## src/rtl/adder_pkg.sv

```systemverilog
// Shared types and parameter checks for the digit-serial adder.
// The adder works one DIGIT-bit slice per clock.
package adder_pkg;

    typedef enum logic [1:0] {
        IDLE = 2'd0,
        BUSY = 2'd1,
        DONE = 2'd2
    } state_t;

    function automatic bit params_legal(input int width, input int digit);
        return (width >= 1) && (digit >= 1) && (digit <= width) && ((width % digit) == 0);
    endfunction

endpackage

```

## src/rtl/digit_adder.sv

```systemverilog
// Combinational ripple-carry adder for one DIGIT-bit slice.
// Also exports the carry into the top bit, which is needed for the signed-overflow flag.
module digit_adder #(
    parameter int DIGIT = 4
) (
    input  logic [DIGIT-1:0] i_a,
    input  logic [DIGIT-1:0] i_b,
    input  logic             i_ci,
    output logic [DIGIT-1:0] o_s,
    output logic             o_co,
    output logic             o_c_msb
);

    logic [DIGIT:0] w_c;

    always_comb begin
        w_c    = '0;
        o_s    = '0;
        w_c[0] = i_ci;
        for (int i = 0; i < DIGIT; i++) begin
            o_s[i]   = i_a[i] ^ i_b[i] ^ w_c[i];
            w_c[i+1] = (i_a[i] & i_b[i]) | (w_c[i] & (i_a[i] ^ i_b[i]));
        end
    end

    assign o_co    = w_c[DIGIT];
    assign o_c_msb = w_c[DIGIT-1];

endmodule

```

## src/rtl/digit_serial_adder.sv

```systemverilog
// Digit-serial add/subtract of two WIDTH-bit operands, LSB digit first,
// with valid/ready handshakes and carry / signed-overflow flags.
module digit_serial_adder
    import adder_pkg::*;
#(
    parameter int WIDTH = 16,
    parameter int DIGIT = 4
) (
    input  logic             clk,
    input  logic             rst,
    input  logic             in_valid,
    output logic             in_ready,
    input  logic [WIDTH-1:0] a,
    input  logic [WIDTH-1:0] b,
    input  logic             cin,
    input  logic             sub,
    output logic             out_valid,
    input  logic             out_ready,
    output logic [WIDTH-1:0] sum,
    output logic             cout,
    output logic             ovf
);

    localparam int NDIG = WIDTH / DIGIT;
    localparam int CW   = $clog2(NDIG) + 1;
    localparam logic [CW-1:0] LAST = CW'(NDIG - 1);

    if (!params_legal(WIDTH, DIGIT)) begin : g_bad_params
        $error("digit_serial_adder: DIGIT must divide WIDTH");
    end

    state_t           r_state;
    logic [WIDTH-1:0] r_a;
    logic [WIDTH-1:0] r_b;
    logic [WIDTH-1:0] r_sum;
    logic             r_carry;
    logic             r_cout;
    logic             r_ovf;
    logic             r_out_valid;
    logic [CW-1:0]    r_cnt;

    logic [DIGIT-1:0]       w_s;
    logic                   w_co;
    logic                   w_c_msb;
    logic [WIDTH+DIGIT-1:0] w_sum_ext;

    digit_adder #(.DIGIT(DIGIT)) u_digit_adder (
        .i_a     (r_a[DIGIT-1:0]),
        .i_b     (r_b[DIGIT-1:0]),
        .i_ci    (r_carry),
        .o_s     (w_s),
        .o_co    (w_co),
        .o_c_msb (w_c_msb)
    );

    // New digit enters at the MSB end; after NDIG shifts digit 0 lands at bit 0.
    assign w_sum_ext = {w_s, r_sum};

    always_ff @(posedge clk or posedge rst) begin
        if (rst) begin
            r_state     <= IDLE;
            r_a         <= '0;
            r_b         <= '0;
            r_sum       <= '0;
            r_carry     <= 1'b0;
            r_cout      <= 1'b0;
            r_ovf       <= 1'b0;
            r_out_valid <= 1'b0;
            r_cnt       <= '0;
        end else begin
            case (r_state)
                IDLE: begin
                    if (in_valid) begin
                        r_a     <= a;
                        r_b     <= b ^ {WIDTH{sub}};
                        r_carry <= sub ? 1'b1 : cin;
                        r_cnt   <= '0;
                        r_state <= BUSY;
                    end
                end
                BUSY: begin
                    r_sum   <= w_sum_ext[WIDTH+DIGIT-1:DIGIT];
                    r_a     <= r_a >> DIGIT;
                    r_b     <= r_b >> DIGIT;
                    r_carry <= w_co;
                    if (r_cnt == LAST) begin
                        r_cout      <= w_co;
                        r_ovf       <= w_co ^ w_c_msb;
                        r_out_valid <= 1'b1;
                        r_state     <= DONE;
                    end else begin
                        r_cnt <= r_cnt + 1'b1;
                    end
                end
                DONE: begin
                    if (out_ready) begin
                        r_out_valid <= 1'b0;
                        r_state     <= IDLE;
                    end
                end
                default: r_state <= IDLE;
            endcase
        end
    end

    assign in_ready  = (r_state == IDLE) && !rst;
    assign out_valid = r_out_valid;
    assign sum       = r_sum;
    assign cout      = r_cout;
    assign ovf       = r_ovf;

endmodule
```

## config.mk

```make
export PLATFORM = sky130hd
export DESIGN_NAME = digit_serial_adder
export DESIGN_NICKNAME = d
export VERILOG_FILES = /design/src/rtl/adder_pkg.sv /design/src/rtl/digit_adder.sv /design/src/rtl/digit_serial_adder.sv
export SDC_FILE = /design/constraint.sdc
export NUM_CORES = 1
export LEC_CHECK = 0
export BUFFER_PORTS_ARGS = -buffer_cell sky130_fd_sc_hd__buf_2
export CORE_ASPECT_RATIO = 0.8
export CORE_MARGIN = 2
export CORE_UTILIZATION = 51
export CTS_BUF_LIST = sky130_fd_sc_hd__clkbuf_8
export CTS_CLUSTER_DIAMETER = 40
export DETAILED_ROUTE_END_ITERATION = 8
export GPL_ROUTABILITY_DRIVEN = 0
export PLACE_DENSITY = 0.78
export SLEW_MARGIN = 20
export SYNTH_ARGS = -nofsm -noshare
export SYNTH_HDL_FRONTEND = slang
export SYNTH_SLANG_ARGS = --single-unit
```

## constraint.sdc

```tcl
create_clock -name clk -period 2 [get_ports clk]
set_input_delay 0.1 -clock clk [delete_from_list [all_inputs] [get_ports clk]]
set_output_delay 0.1 -clock clk [all_outputs]
set_load 0.02 [all_outputs]
```

==> impl_metrics.json, run 1 <==
{
  "synth_top_family_by_area": "compound AO/OA/AOI/OAI gates",
  "worst_setup_path_start_kind": "flop",
  "placed_area_mm2": 0.003063,
  "synth-warning-count": 0,
  "drt-wirelength-per-cell_um": 14.68,
  "synthesis.area_per_instance_um2": 11.15,
  "crit_top_cell": "sky130_fd_sc_hd__fa_2",
  "number_of_drc_markers_in_iteration_0": 138,
  "leakage_nw": 1.530,
  "period_minus_slack_ns": 2.070,
  "syn_nets": 288,
  "layout.cell_area.non_filler_mm2": 0.003332,
  "fin_skew_ns": 0.007514,
  "tritoncts.num_buffers": 9,
  "core_area_mm2": 0.005065,
  "filler_cells": 418,
  "die_extent_in_x_um": 85.67,
  "number_of_cells_produced_by_synthesis": 244,
  "dr.max_layer_used": "met4",
  "yosys.area_share.xor_xnor_pct": 5.471,
  "synthTopCellsByArea": "sky130_fd_sc_hd__dfrtp_1 52%, sky130_fd_sc_hd__mux2_2 6.2%, sky130_fd_sc_hd__nand2_1 5.5%, sky130_fd_sc_hd__xnor2_1 4.5%, sky130_fd_sc_hd__a22oi_1 3.3%",
  "synth.largest_area_cell": "sky130_fd_sc_hd__dfrtp_1",
  "number_of_placement_rows": 23,
  "worstSkewPairLatency_ns": 0.34,
  "synth-seq-cells": 57,
  "total_number_of_vias": 2038,
  "numPlacedInstances": 354,
  "failed_checks": "setup timing",
  "totalPowerFinal_w": 0.005295,
  "synth-simple-area-share_pct": 8.966,
  "max_freq_mhz": 483.1,
  "final-setup-viol-count": 3,
  "design.die.area_mm2": 0.005940,
  "cts.sink_count": 57,
  "synthMuxAreaShare_pct": 6.207,
  "root_buffer": "sky130_fd_sc_hd__clkbuf_8",
  "tritoncts_clock_tree": "built",
  "grt_max_degree": 58,
  "cellPowerDensity_mw_per_mm2": 1589,
  "grt_pass1_vias": 2057,
  "critical_path.cell_chain": "fa_2, inv_2, fa_1, inv_1, fa_2, inv_2, fa_2, a21oi_2",
  "hold_viol_final": 0,
  "grtUsageTotal_pct": 20.94,
  "final_layout_size_suffix_gt1_share_pct": 36.51,
  "tightest_slew_ns": 0.6364,
  "critical_setup_path_kind": "reg2reg",
  "grt_pass1_wl_um": 9604,
  "yosysUniqueCellTypes": 34,
  "route.met3.wl_um": 380,
  "y_dimension_of_the_die_um": 69.34,
  "dp_hpwl_um": 3846,
  "worst_hold_path_type": "in2reg",
  "worst_slack_ns": -0.07013,
  "overflow": 0,
  "maxCapViolCount": 0,
  "crit_slowest_cell": "sky130_fd_sc_hd__fa_2",
  "ys_seq_area_share_pct": 52.41,
  "worst-path-max-fanout": 2,
  "post_layout_nonfiller_instances": 377,
  "critical_path.endpoint_type": "flop",
  "post_synth_fa_ha_maj_area_fraction_pct": 3.862,
  "critPathArrivalTime_ns": 2.34,
  "cts_max_path_buffers": 2,
  "first_pass_iteration_count_of_the_detailed_router": 4,
  "postRouteAntennaNets": 0,
  "final-max-slew-violation-count": 0,
  "area_growth_pct": 22.44,
  "worst_setup_hold_path_clk_slew_ns": 0.06,
  "final_min_period_over_clock_period_pct": 103.5,
  "buffer_ports.inserted": 57,
  "floorplan.initialDensity_pct": 53.73,
  "vdd.ir_drop.worst_mv": 0.8693,
  "syn-cell-area_mm2": 0.002721,
  "level_count_of_the_clock_h_tree": 3,
  "synth_top_cell_area_share_pct": 52.41,
  "avgViaCountPerCell": 5.406,
  "io-pin-count": 58,
  "cp_slowest_stage_delay_ns": 0.43,
  "timing.slew.headroom_pct": 57.49,
  "wl_met2_um": 2615,
  "synth_compound_gate_area_share_pct": 17.47,
  "wl_um": 5535,
  "num_antenna_cells": 0,
  "met1Wirelength_um": 2471,
  "run_status": "complete, but fails checks",
  "fin_nets": 354,
  "timing.critical_path.required_ns": 2.27,
  "post-route-drc-count": 0,
  "antenna_found_initial": 0,
  "rsz0062_at_grt": "yes"
}
-- per-layer routing --
layer  vias up  track usage, %
met1       970           27.63
li1        986               -
met4         0           5.996
met5         -               0
met2        73           31.25
met3         9           9.405
-- worst max-delay path: cells and delay by family, from the launching register on --
family,cells,cell delay [ns]
buffers and inverters,3,0.18
adders and majority gates,4,1.31
DFF,1,0.40
AOI/OAI and AO/OA,1,0.12
-- cell usage after synthesis --
cell and instances:
sky130_fd_sc_hd__xor2_1 3, sky130_fd_sc_hd__ha_1 2, sky130_fd_sc_hd__o21ai_0 5, sky130_fd_sc_hd__a22o_1 7, sky130_fd_sc_hd__a21oi_1 8, sky130_fd_sc_hd__nand3b_1 1
sky130_fd_sc_hd__o22ai_1 1, sky130_fd_sc_hd__a22oi_1 12, sky130_fd_sc_hd__nor3b_2 1, sky130_fd_sc_hd__nor2b_1 2, sky130_fd_sc_hd__nor2b_2 1, sky130_fd_sc_hd__fa_1 4
sky130_fd_sc_hd__nor4b_1 1, sky130_fd_sc_hd__and2b_2 1, sky130_fd_sc_hd__a2bb2oi_1 2, sky130_fd_sc_hd__o31ai_1 1, sky130_fd_sc_hd__nor2_1 5, sky130_fd_sc_hd__nand2_2 1
sky130_fd_sc_hd__inv_2 1, sky130_fd_sc_hd__o21bai_2 1, sky130_fd_sc_hd__clkbuf_1 3, sky130_fd_sc_hd__inv_1 12, sky130_fd_sc_hd__buf_6 2, sky130_fd_sc_hd__dfrtp_1 57
sky130_fd_sc_hd__buf_2 11, sky130_fd_sc_hd__nand2_1 40, sky130_fd_sc_hd__nor3_1 2, sky130_fd_sc_hd__xnor2_1 14, sky130_fd_sc_hd__mux2_2 15, sky130_fd_sc_hd__o22a_1 1
sky130_fd_sc_hd__o221ai_2 6, sky130_fd_sc_hd__o21ai_1 13, sky130_fd_sc_hd__buf_4 2, sky130_fd_sc_hd__o221ai_1 6
-- cell families after synthesis --
group,count (synthesis)
buffers and inverters,31
multiplexers,15
XOR/XNOR,17
AO/OA/AOI/OAI,63
adder cells (fa/ha/maj),6
flip-flops,57
AND/OR/NAND/NOR,55
-- per-stage QoR --
| stage | TNS [ns] | worst slack [ns] | hold slack [ns] | utilization [%] |
|---|---|---|---|---|
| floorplan | -0.03143 | -0.02862 | 0.1863 | - |
| global placement | -0.1782 | -0.06975 | 0.1874 | 60.47 |
| detailed placement | -0.3521 | -0.1347 | 0.1944 | 60.47 |
| CTS | -0.1460 | -0.09922 | 0.01487 | 65.71 |
| global route | -0.4111 | -0.1706 | 0.01229 | 65.79 |
| finish | -0.1358 | -0.07013 | 0.02766 | 65.79 |
-- placed cells by master (no fill, tap or decap), drive strengths merged --
master       instances
a22o                 7
nand2               41
o21ai               18
nor2b                3
o22ai                1
buf                 67
fa                   4
dfrtp               57
o22a                 1
nor3b                1
inv                 16
o221ai              12
xnor2               14
nor3                 2
nor2                 5
o21bai               1
mux2                15
dlygate4sd3          6
clkinv               2
xor2                 3
a21oi                8
ha                   2
nand3b               1
bufinv               1
a22oi               12
nor4b                1
o31ai                1
clkbuf              10
a2bb2oi              2
and2b                1
-- sequential cells by signal (all words and copies together) (netlist names) --
name and flops:
r_a 16, r_b 16, sum 16, r_cnt 3, r_state 2, cout 1
out_valid 1, ovf 1, r_carry 1
-- final timing paths --
kind / startpoint / to / slack [ns] / depth (start not counted)
min in group asynchronous: rst / sum[8]$_DFFE_PP0P_ / 0.37 / 4
worst max-delay path: r_a[0]$_DFFE_PP0P_ / sum[15]$_DFFE_PP0P_ / -0.07 / 8
worst min-delay path: b[12] / r_b[12]$_DFFE_PP0P_ / 0.03 / 3
worst min register to register: cout$_DFFE_PP0P_ / cout$_DFFE_PP0P_ / 0.49 / 2
max in group asynchronous: rst / r_b[6]$_DFFE_PP0P_ / 1.38 / 4
worst max register to register: r_a[0]$_DFFE_PP0P_ / sum[15]$_DFFE_PP0P_ / -0.07 / 8
-- layout make-up --
| class | instances | area, um^2 | area share [%] |
|---|---|---|---|
| sequential | 57 | 1426 | 42.81 |
| tap | 62 | 77.57 | 2.328 |
| timing repair buffer | 73 | 432.9 | 12.99 |
| multi-input combinational | 156 | 1157 | 34.74 |
| inverter | 13 | 48.80 | 1.465 |
| clock buffer | 10 | 137.6 | 4.131 |
| clock inverter | 6 | 51.30 | 1.540 |
-- repair_timing --
item / 4_1_cts / 5_1_grt
pin swaps: 2 / 2
endpoints found under the hold margin: 62 / 0
setup endpoints to repair: 3 / 3
hold buffers: 6 / 0
buffers inserted: 1 / 0
gates resized for setup: 6 / 1
-- power breakdown --
group / switching (W) / total (W) / leakage [nW] / internal [W]
sequential: 0.000328 / 0.00198 / 0.719 / 0.00165
clock: 0.000436 / 0.00103 / 0.110 / 0.000591
combinational: 0.00125 / 0.00229 / 0.701 / 0.00104
total: 0.00201 / 0.00530 / 1.53 / 0.00328
Power figures use the tool's default switching activity.
==> inputs of run 2 (changes only) <==
--- a/config.mk
+++ b/config.mk
@@ -5,6 +5,7 @@
 export SDC_FILE = /design/constraint.sdc
 export NUM_CORES = 1
 export LEC_CHECK = 0
+export ABC_AREA = 1
 export BUFFER_PORTS_ARGS = -buffer_cell sky130_fd_sc_hd__buf_2
 export CORE_ASPECT_RATIO = 0.8
 export CORE_MARGIN = 2
==> run 2 against run 1 <==
  * The flow still finishes with violations (setup timing)
  * Die area is 1.9% higher
  * Sequential cell count unchanged
  * Maximum frequency shrank 0.87%
  * Area after synthesis rose by 2.0%
  * Synthesized cell count up 42%
  * Critical endpoint unchanged
  * Final cell count increased by 26%
  * Largest cell class unchanged
  * Sequential power barely moved
  * Cell area is 2.5% higher
  * Global-route usage rose by 2.2 points
  * First-iteration DRC count up 56%
  * Utilization rose by 0.87 points
==> impl_metrics.json, run 2 <==
{
  "vdd.ir_drop.worst_mv": 0.8256,
  "timing.slew.headroom_pct": 57.33,
  "timing.critical_path.required_ns": 2.26,
  "cp_slowest_stage_delay_ns": 0.42,
  "die_extent_in_x_um": 86.48,
  "fin_skew_ns": 0.008905,
  "r2r_end": "sum[15]$_DFFE_PP0P_",
  "swShare_pct": 41.02,
  "tritoncts.num_buffers": 9,
  "floorplan.initialDensity_pct": 54.18,
  "crit_top_cell": "sky130_fd_sc_hd__fa_2",
  "cts.sink_count": 57,
  "final_layout_size_suffix_gt1_share_pct": 21.50,
  "worst_hold_path_type": "in2reg",
  "grt_pass1_vias": 2449,
  "worst_r2r_path_depth": 8,
  "number_of_placement_rows": 23,
  "ys_seq_area_share_pct": 51.40,
  "core_area_mm2": 0.005122,
  "failed_checks": "setup timing",
  "final-setup-viol-count": 3,
  "y_dimension_of_the_die_um": 69.98,
  "numPlacedInstances": 453,
  "synth-edff-count": 0,
  "syn-cell-area_mm2": 0.002775,
  "most_frequent_cell_after_synthesis": "sky130_fd_sc_hd__nand2_1",
  "hp-start": "a[5]",
  "critPathArrivalTime_ns": 2.35,
  "rsz0062_at_grt": "yes",
  "root_buffer": "sky130_fd_sc_hd__clkbuf_8",
  "tightest_slew_ns": 0.6392,
  "sequentialPowerShare_pct": 37.5,
  "dp_hpwl_um": 4059,
  "setup_tns_ns": -0.2012,
  "avgViaCountPerCell": 5.197,
  "wl_um": 6347,
  "design.die.area_mm2": 0.006052,
  "run_status": "complete, but fails checks",
  "antenna_found_initial": 0,
  "synth.largest_area_cell": "sky130_fd_sc_hd__dfrtp_1",
  "worst_setup_hold_path_clk_slew_ns": 0.06,
  "number_of_drc_markers_in_iteration_0": 215,
  "yosysUniqueCellTypes": 17,
  "post-route-drc-count": 0,
  "filler_cells": 424,
  "cellPowerDensity_mw_per_mm2": 1529,
  "totalPowerFinal_w": 0.005222,
  "dp_slack_ns": -0.09645,
  "fin_nets": 454,
  "netSwitchingPower_w": 0.002142,
  "synth_commonest_cells": "132 x sky130_fd_sc_hd__nand2_1, 76 x sky130_fd_sc_hd__nand3_1, 57 x sky130_fd_sc_hd__dfrtp_1, 29 x sky130_fd_sc_hd__inv_1, 19 x sky130_fd_sc_hd__buf_2",
  "syn_nets": 391,
  "cts_max_path_buffers": 2,
  "synth-seq-cells": 57,
  "level_count_of_the_clock_h_tree": 3,
  "io-pin-count": 58,
  "critical_path.cell_chain": "fa_2, inv_2, fa_1, inv_1, fa_2, inv_2, fa_2, o21ai_1",
  "power_report.internal_total_w": 0.003080,
  "synth-warning-count": 0,
  "worst_setup_path_start_kind": "flop",
  "power_frac_clock_pct": 20.3,
  "final-max-slew-violation-count": 0,
  "total_number_of_vias": 2474,
  "num_antenna_cells": 0,
  "grt_max_degree": 44,
  "grt_pass1_wl_um": 10940,
  "buffer_ports.inserted": 57,
  "crit_slowest_cell": "sky130_fd_sc_hd__fa_2",
  "postRouteAntennaNets": 0,
  "hold_viol_final": 0,
  "final_cell_mix": "132 x sky130_fd_sc_hd__nand2_1, 75 x sky130_fd_sc_hd__nand3_1, 57 x sky130_fd_sc_hd__dfrtp_1, 57 x sky130_fd_sc_hd__buf_2, 27 x sky130_fd_sc_hd__inv_1",
  "worst-path-max-fanout": 2,
  "first_pass_iteration_count_of_the_detailed_router": 5,
  "critical_path.endpoint_type": "flop",
  "leakage_nw": 1.877,
  "holdPathStages": 3,
  "drt-wirelength-per-cell_um": 13.33,
  "maxCapViolCount": 0,
  "number_of_cells_produced_by_synthesis": 347,
  "max_freq_mhz": 478.9,
  "overflow": 0,
  "tritoncts_clock_tree": "built",
  "synth_async_sr_flop_share_pct": 100.0,
  "postSynth.topFlopCell": "sky130_fd_sc_hd__dfrtp_1",
  "final_core_util_pct": 66.66,
  "worstSkewPairLatency_ns": 0.34,
  "reg2reg_slack_ns": -0.09,
  "synth_top_cell_area_share_pct": 51.40,
  "mostFrequentLayoutCell": "sky130_fd_sc_hd__nand2_1",
  "worst_slack_ns": -0.08827,
  "area_growth_pct": 23.04,
  "hold_path_end": "r_a[5]$_DFFE_PP0P_",
  "critical_setup_path_kind": "reg2reg",
  "period_minus_slack_ns": 2.088,
  "post_layout_nonfiller_instances": 476,
  "final_min_period_over_clock_period_pct": 104.4,
  "synthTopCellsByArea": "sky130_fd_sc_hd__dfrtp_1 51%, sky130_fd_sc_hd__nand2_1 18%, sky130_fd_sc_hd__nand3_1 14%, sky130_fd_sc_hd__inv_1 3.9%, sky130_fd_sc_hd__buf_2 3.4%",
  "worst_r2r_startpoint": "r_a[0]$_DFFE_PP0P_",
  "combPwrFrac_pct": 42.3,
  "grtUsageTotal_pct": 23.12,
  "synthesis.area_per_instance_um2": 7.998
}
[run 2: area by class of cell]
class / count / area (um^2) / share of cell area [%]
multi-input combinational: 241 / 1154 / 33.79
inverter: 29 / 108.9 / 3.188
clock inverter: 4 / 43.79 / 1.283
clock buffer: 11 / 151.4 / 4.434
timing repair buffer: 72 / 452.9 / 13.26
tap: 62 / 77.57 / 2.272
sequential: 57 / 1426 / 41.77
[run 2: metal layers]
layer | vias to the layer above | GRT usage, % | share of wire [%]
met5 | - | 0 | 0
met4 | 0 | 5.208 | 0.82
met3 | 6 | 7.565 | 5.5
met2 | 77 | 38.21 | 51
met1 | 1167 | 29.58 | 43
li1 | 1224 | - | -
[run 2: how the worst max path moves through the flow]
| stage | end | from |
|---|---|---|
| after detailed placement | ovf$_DFFE_PP0P_ | r_a[0]$_DFFE_PP0P_ |
| after CTS | sum[15]$_DFFE_PP0P_ | r_a[0]$_DFFE_PP0P_ |
| after floorplan | sum[15]$_DFFE_PP0P_ | r_a[0]$_DFFE_PP0P_ |
| after global routing | r_carry$_DFFE_PP0P_ | r_a[0]$_DFFE_PP0P_ |
| final | sum[15]$_DFFE_PP0P_ | r_a[0]$_DFFE_PP0P_ |
| after global placement | ovf$_DFFE_PP0P_ | r_a[0]$_DFFE_PP0P_ |
[run 2: cell families (layout without fill, tap and decap cells)]
group | Yosys count | count (layout) | synth area share (%)
adder cells (fa/ha/maj) | 6 | 6 | 3.787
flip-flops | 57 | 57 | 51.40
AND/OR/NAND/NOR | 218 | 218 | 33.50
buffers and inverters | 49 | 116 | 7.484
AO/OA/AOI/OAI | 12 | 12 | 2.254
XOR/XNOR | 5 | 5 | 1.578
[run 2: through the flow]
step | cell area [um^2] | hold WS [ns]
6_report | 3415 | 0.01711
5_1_grt | 3415 | 0.01506
3_3_place_gp | 3134 | 0.2244
2_1_floorplan | 2780 | 0.1982
4_1_cts | 3410 | 0.0005010
3_5_place_dp | 3134 | 0.2269
[run 2: worst max-delay path: cells and delay by family, from the launching register on]
family | cells | cell delay (ns)
adder cells (fa/ha/maj) | 4 | 1.32
flip-flops | 1 | 0.40
buffers and inverters | 3 | 0.18
AO/OA/AOI/OAI | 1 | 0.12
[run 2: power groups by stage]
stage / sequential, W / combinational, W / clock [W]
2_1_floorplan: 0.00209 / 0.00137 / 0
3_3_place_gp: 0.00194 / 0.00208 / 0
3_5_place_dp: 0.00196 / 0.00216 / 0
4_1_cts: 0.00196 / 0.00221 / 0.00108
5_1_grt: 0.00201 / 0.00249 / 0.00114
6_report: 0.00196 / 0.00221 / 0.00106
[run 2: what timing repair did]
item                                   in CTS  in global routing
setup endpoints to repair                   4                  4
gates resized for setup                     1                  3
hold buffers                                7                  0
pin swaps                                   2                  0
setup buffers                               1                  0
endpoints found under the hold margin      34                  0
==> inputs of run 3 (changes only) <==
--- a/config.mk
+++ b/config.mk
@@ -5,7 +5,6 @@
 export SDC_FILE = /design/constraint.sdc
 export NUM_CORES = 1
 export LEC_CHECK = 0
-export ABC_AREA = 1
 export BUFFER_PORTS_ARGS = -buffer_cell sky130_fd_sc_hd__buf_2
 export CORE_ASPECT_RATIO = 0.8
 export CORE_MARGIN = 2
@@ -14,6 +13,7 @@
 export CTS_CLUSTER_DIAMETER = 40
 export DETAILED_ROUTE_END_ITERATION = 8
 export GPL_ROUTABILITY_DRIVEN = 0
+export GPL_TIMING_DRIVEN = 0
 export PLACE_DENSITY = 0.78
 export SLEW_MARGIN = 20
 export SYNTH_ARGS = -nofsm -noshare
==> run 3 against run 2 <==
  * The flow still finishes with violations (setup timing)
  * Clock power grew 7%
  * Power rose by 6.5%
  * Sequential share of layout area barely moved
  * Maximum frequency shrank 2.5%
  * Global-route usage is 1.5 points lower
  * Non-clock buffer count is 14 higher
  * Setup slack got worse by 0.053 ns
  * Final cell count down 18%
  * Cell area about the same
  * Register-to-register slack worse by 0.05 ns
  * Critical endpoint is now r_carry$_DFFE_PP0P_
  * Highest routed layer unchanged
==> impl_metrics.json, run 3 (synthesis gave the netlist of run 1 again) <==
{
  "worst_r2r_path_depth": 9,
  "dp_hpwl_um": 4117,
  "timing.slew.headroom_pct": 53.49,
  "grt_pass1_wl_um": 9873,
  "final_cell_mix": "67 x sky130_fd_sc_hd__buf_2, 57 x sky130_fd_sc_hd__dfrtp_1, 40 x sky130_fd_sc_hd__nand2_1",
  "final-setup-viol-count": 3,
  "hp-start": "b[13]",
  "dp_slack_ns": -0.1913,
  "worst_hold_slack_ns": 0.03301,
  "overflow": 0,
  "worst_slack_ns": -0.1414,
  "wl_um": 6037,
  "rsz0062_at_grt": "yes",
  "num_antenna_cells": 0,
  "final_min_period_over_clock_period_pct": 107.1,
  "max_freq_mhz": 467.0,
  "fin_nets": 367,
  "worst_r2r_startpoint": "r_carry$_DFFE_PP0P_",
  "critical_path.endpoint_type": "flop",
  "final_core_util_pct": 67.47,
  "crit_slowest_cell": "sky130_fd_sc_hd__dfrtp_1",
  "seq_area_mm2": 0.001426,
  "maxCapViolCount": 0,
  "post-route-drc-count": 0,
  "cts.sink_count": 57,
  "hold_viol_final": 0,
  "number_of_drc_markers_in_iteration_0": 134,
  "tightest_slew_ns": 0.6976,
  "numPlacedInstances": 362,
  "critical_setup_path_kind": "reg2reg",
  "tritoncts.num_buffers": 9,
  "cts_max_path_buffers": 2,
  "reg2reg_slack_ns": -0.14,
  "avgViaCountPerCell": 5.479,
  "r2r_end": "r_carry$_DFFE_PP0P_",
  "period_minus_slack_ns": 2.141,
  "critical_path.cell_chain": "fa_2, inv_2, fa_1, inv_2, fa_2, inv_2, fa_2, a21oi_2, o22a_1",
  "total_number_of_vias": 2137,
  "number_of_placement_rows": 23,
  "die_extent_in_x_um": 85.67,
  "design.die.area_mm2": 0.005940,
  "first_pass_iteration_count_of_the_detailed_router": 4,
  "grtUsageTotal_pct": 21.66,
  "core_area_mm2": 0.005065,
  "leakage_nw": 1.571,
  "holdPathStages": 3,
  "fin_skew_ns": 0.007873,
  "worst_setup_hold_path_clk_slew_ns": 0.06,
  "post_layout_nonfiller_instances": 390,
  "total_area_of_multi_input_combinational_cells_mm2": 0.001157,
  "floorplan.initialDensity_pct": 53.73,
  "antenna_found_initial": 0,
  "worst-path-max-fanout": 3,
  "worstSkewPairLatency_ns": 0.34,
  "y_dimension_of_the_die_um": 69.34,
  "critical_path_buf_inv_count": 3,
  "worst_hold_path_type": "in2reg",
  "cellPowerDensity_mw_per_mm2": 1628,
  "mostFrequentLayoutCell": "sky130_fd_sc_hd__buf_2",
  "timing.critical_path.required_ns": 2.22,
  "final-max-slew-violation-count": 0,
  "level_count_of_the_clock_h_tree": 3,
  "io-pin-count": 58,
  "buffer_ports.inserted": 56,
  "filler_cells": 406,
  "postRouteAntennaNets": 0,
  "vdd.ir_drop.worst_mv": 0.9710,
  "cp_slowest_stage_delay_ns": 0.41,
  "worst_setup_path_start_kind": "flop",
  "drt-wirelength-per-cell_um": 15.48,
  "critPathArrivalTime_ns": 2.36,
  "grt_pass1_vias": 2119,
  "root_buffer": "sky130_fd_sc_hd__clkbuf_8",
  "final_layout_size_suffix_gt1_share_pct": 39.33,
  "run_status": "complete, but fails checks",
  "tritoncts_clock_tree": "built",
  "hold_path_end": "r_b[13]$_DFFE_PP0P_",
  "critical_path_s_top_delay_family": "adder cells",
  "grt_max_degree": 58,
  "failed_checks": "setup timing",
  "area_growth_pct": 25.56
}
[run 3: cell types whose count changed in the layout (fill, tap and decap cells not counted), sizes merged, moves of 3 or more]
| cell | previous run | this run |
|---|---|---|
| inv | 30 | 13 |
| a22o | 0 | 7 |
| clkbuf | 11 | 15 |
| nor2b | 0 | 3 |
| o21ai | 11 | 18 |
| a21oi | 0 | 8 |
| nand2 | 134 | 41 |
| a22oi | 0 | 12 |
| nand3 | 76 | 0 |
| buf | 65 | 77 |
| xnor2 | 1 | 14 |
| o221ai | 0 | 12 |
| mux2 | 0 | 15 |
[run 3: worst min-delay path: stages]
cell	delay (ns)
sky130_fd_sc_hd__buf_2	0.08
sky130_fd_sc_hd__xnor2_1	0.05
sky130_fd_sc_hd__o21ai_1	0.10
[run 3: layout make-up]
cell class | count | share of cell area [%]
Buffer | 18 | 3.039
Clock buffer | 12 | 4.833
Clock inverter | 4 | 1.465
Inverter | 13 | 1.501
Multi-Input combinational cell | 156 | 33.87
Sequential cell | 57 | 41.74
Tap cell | 62 | 2.270
Timing Repair Buffer | 68 | 11.28
[run 3: worst max-delay path by stage]
stage	to	slack, ns	from	depth (start not counted)
final	r_carry$_DFFE_PP0P_	-0.14	r_carry$_DFFE_PP0P_	9
after global routing	r_carry$_DFFE_PP0P_	-0.22	r_carry$_DFFE_PP0P_	9
after CTS	r_carry$_DFFE_PP0P_	-0.15	r_carry$_DFFE_PP0P_	9
after detailed placement	r_carry$_DFFE_PP0P_	-0.19	r_a[0]$_DFFE_PP0P_	9
after global placement	r_a[13]$_DFFE_PP0P_	-0.21	rst	2
after floorplan	sum[15]$_DFFE_PP0P_	-0.03	r_a[0]$_DFFE_PP0P_	8
[run 3: power by group]
group          total (W)  switching [W]  leakage, nW  internal, W
clock            0.00113       0.000458        0.105     0.000674
combinational    0.00249        0.00138        0.747      0.00112
sequential       0.00193       0.000287        0.719      0.00165
total            0.00556        0.00212         1.57      0.00344
[run 3: through the flow]
stage	TNS (ns)	total power [W]	cell area, um^2
2_1_floorplan	-0.03143	0.003637	2724
3_3_place_gp	-12.21	0.004179	3082
3_5_place_dp	-0.5776	0.004295	3084
4_1_cts	-0.4670	0.005554	3402
5_1_grt	-0.7106	0.005928	3417
6_report	-0.3604	0.005562	3417
[run 3: routing by layer]
layer | track usage (%) | share of wire (%) | vias to the layer above
met5 | 0 | 0 | -
met4 | 7.055 | 1.8 | 0
met3 | 8.690 | 6.8 | 11
met2 | 33.16 | 47 | 82
met1 | 28.18 | 44 | 1039
li1 | - | - | 1005
[run 3: repair_timing]
action	4_1_cts	5_1_grt
setup endpoints to repair	4	5
setup buffers	4	2
pin swaps	4	2
endpoints found under the hold margin	62	0
hold buffers	6	0
gates resized for setup	7	1
gates cloned	0	0
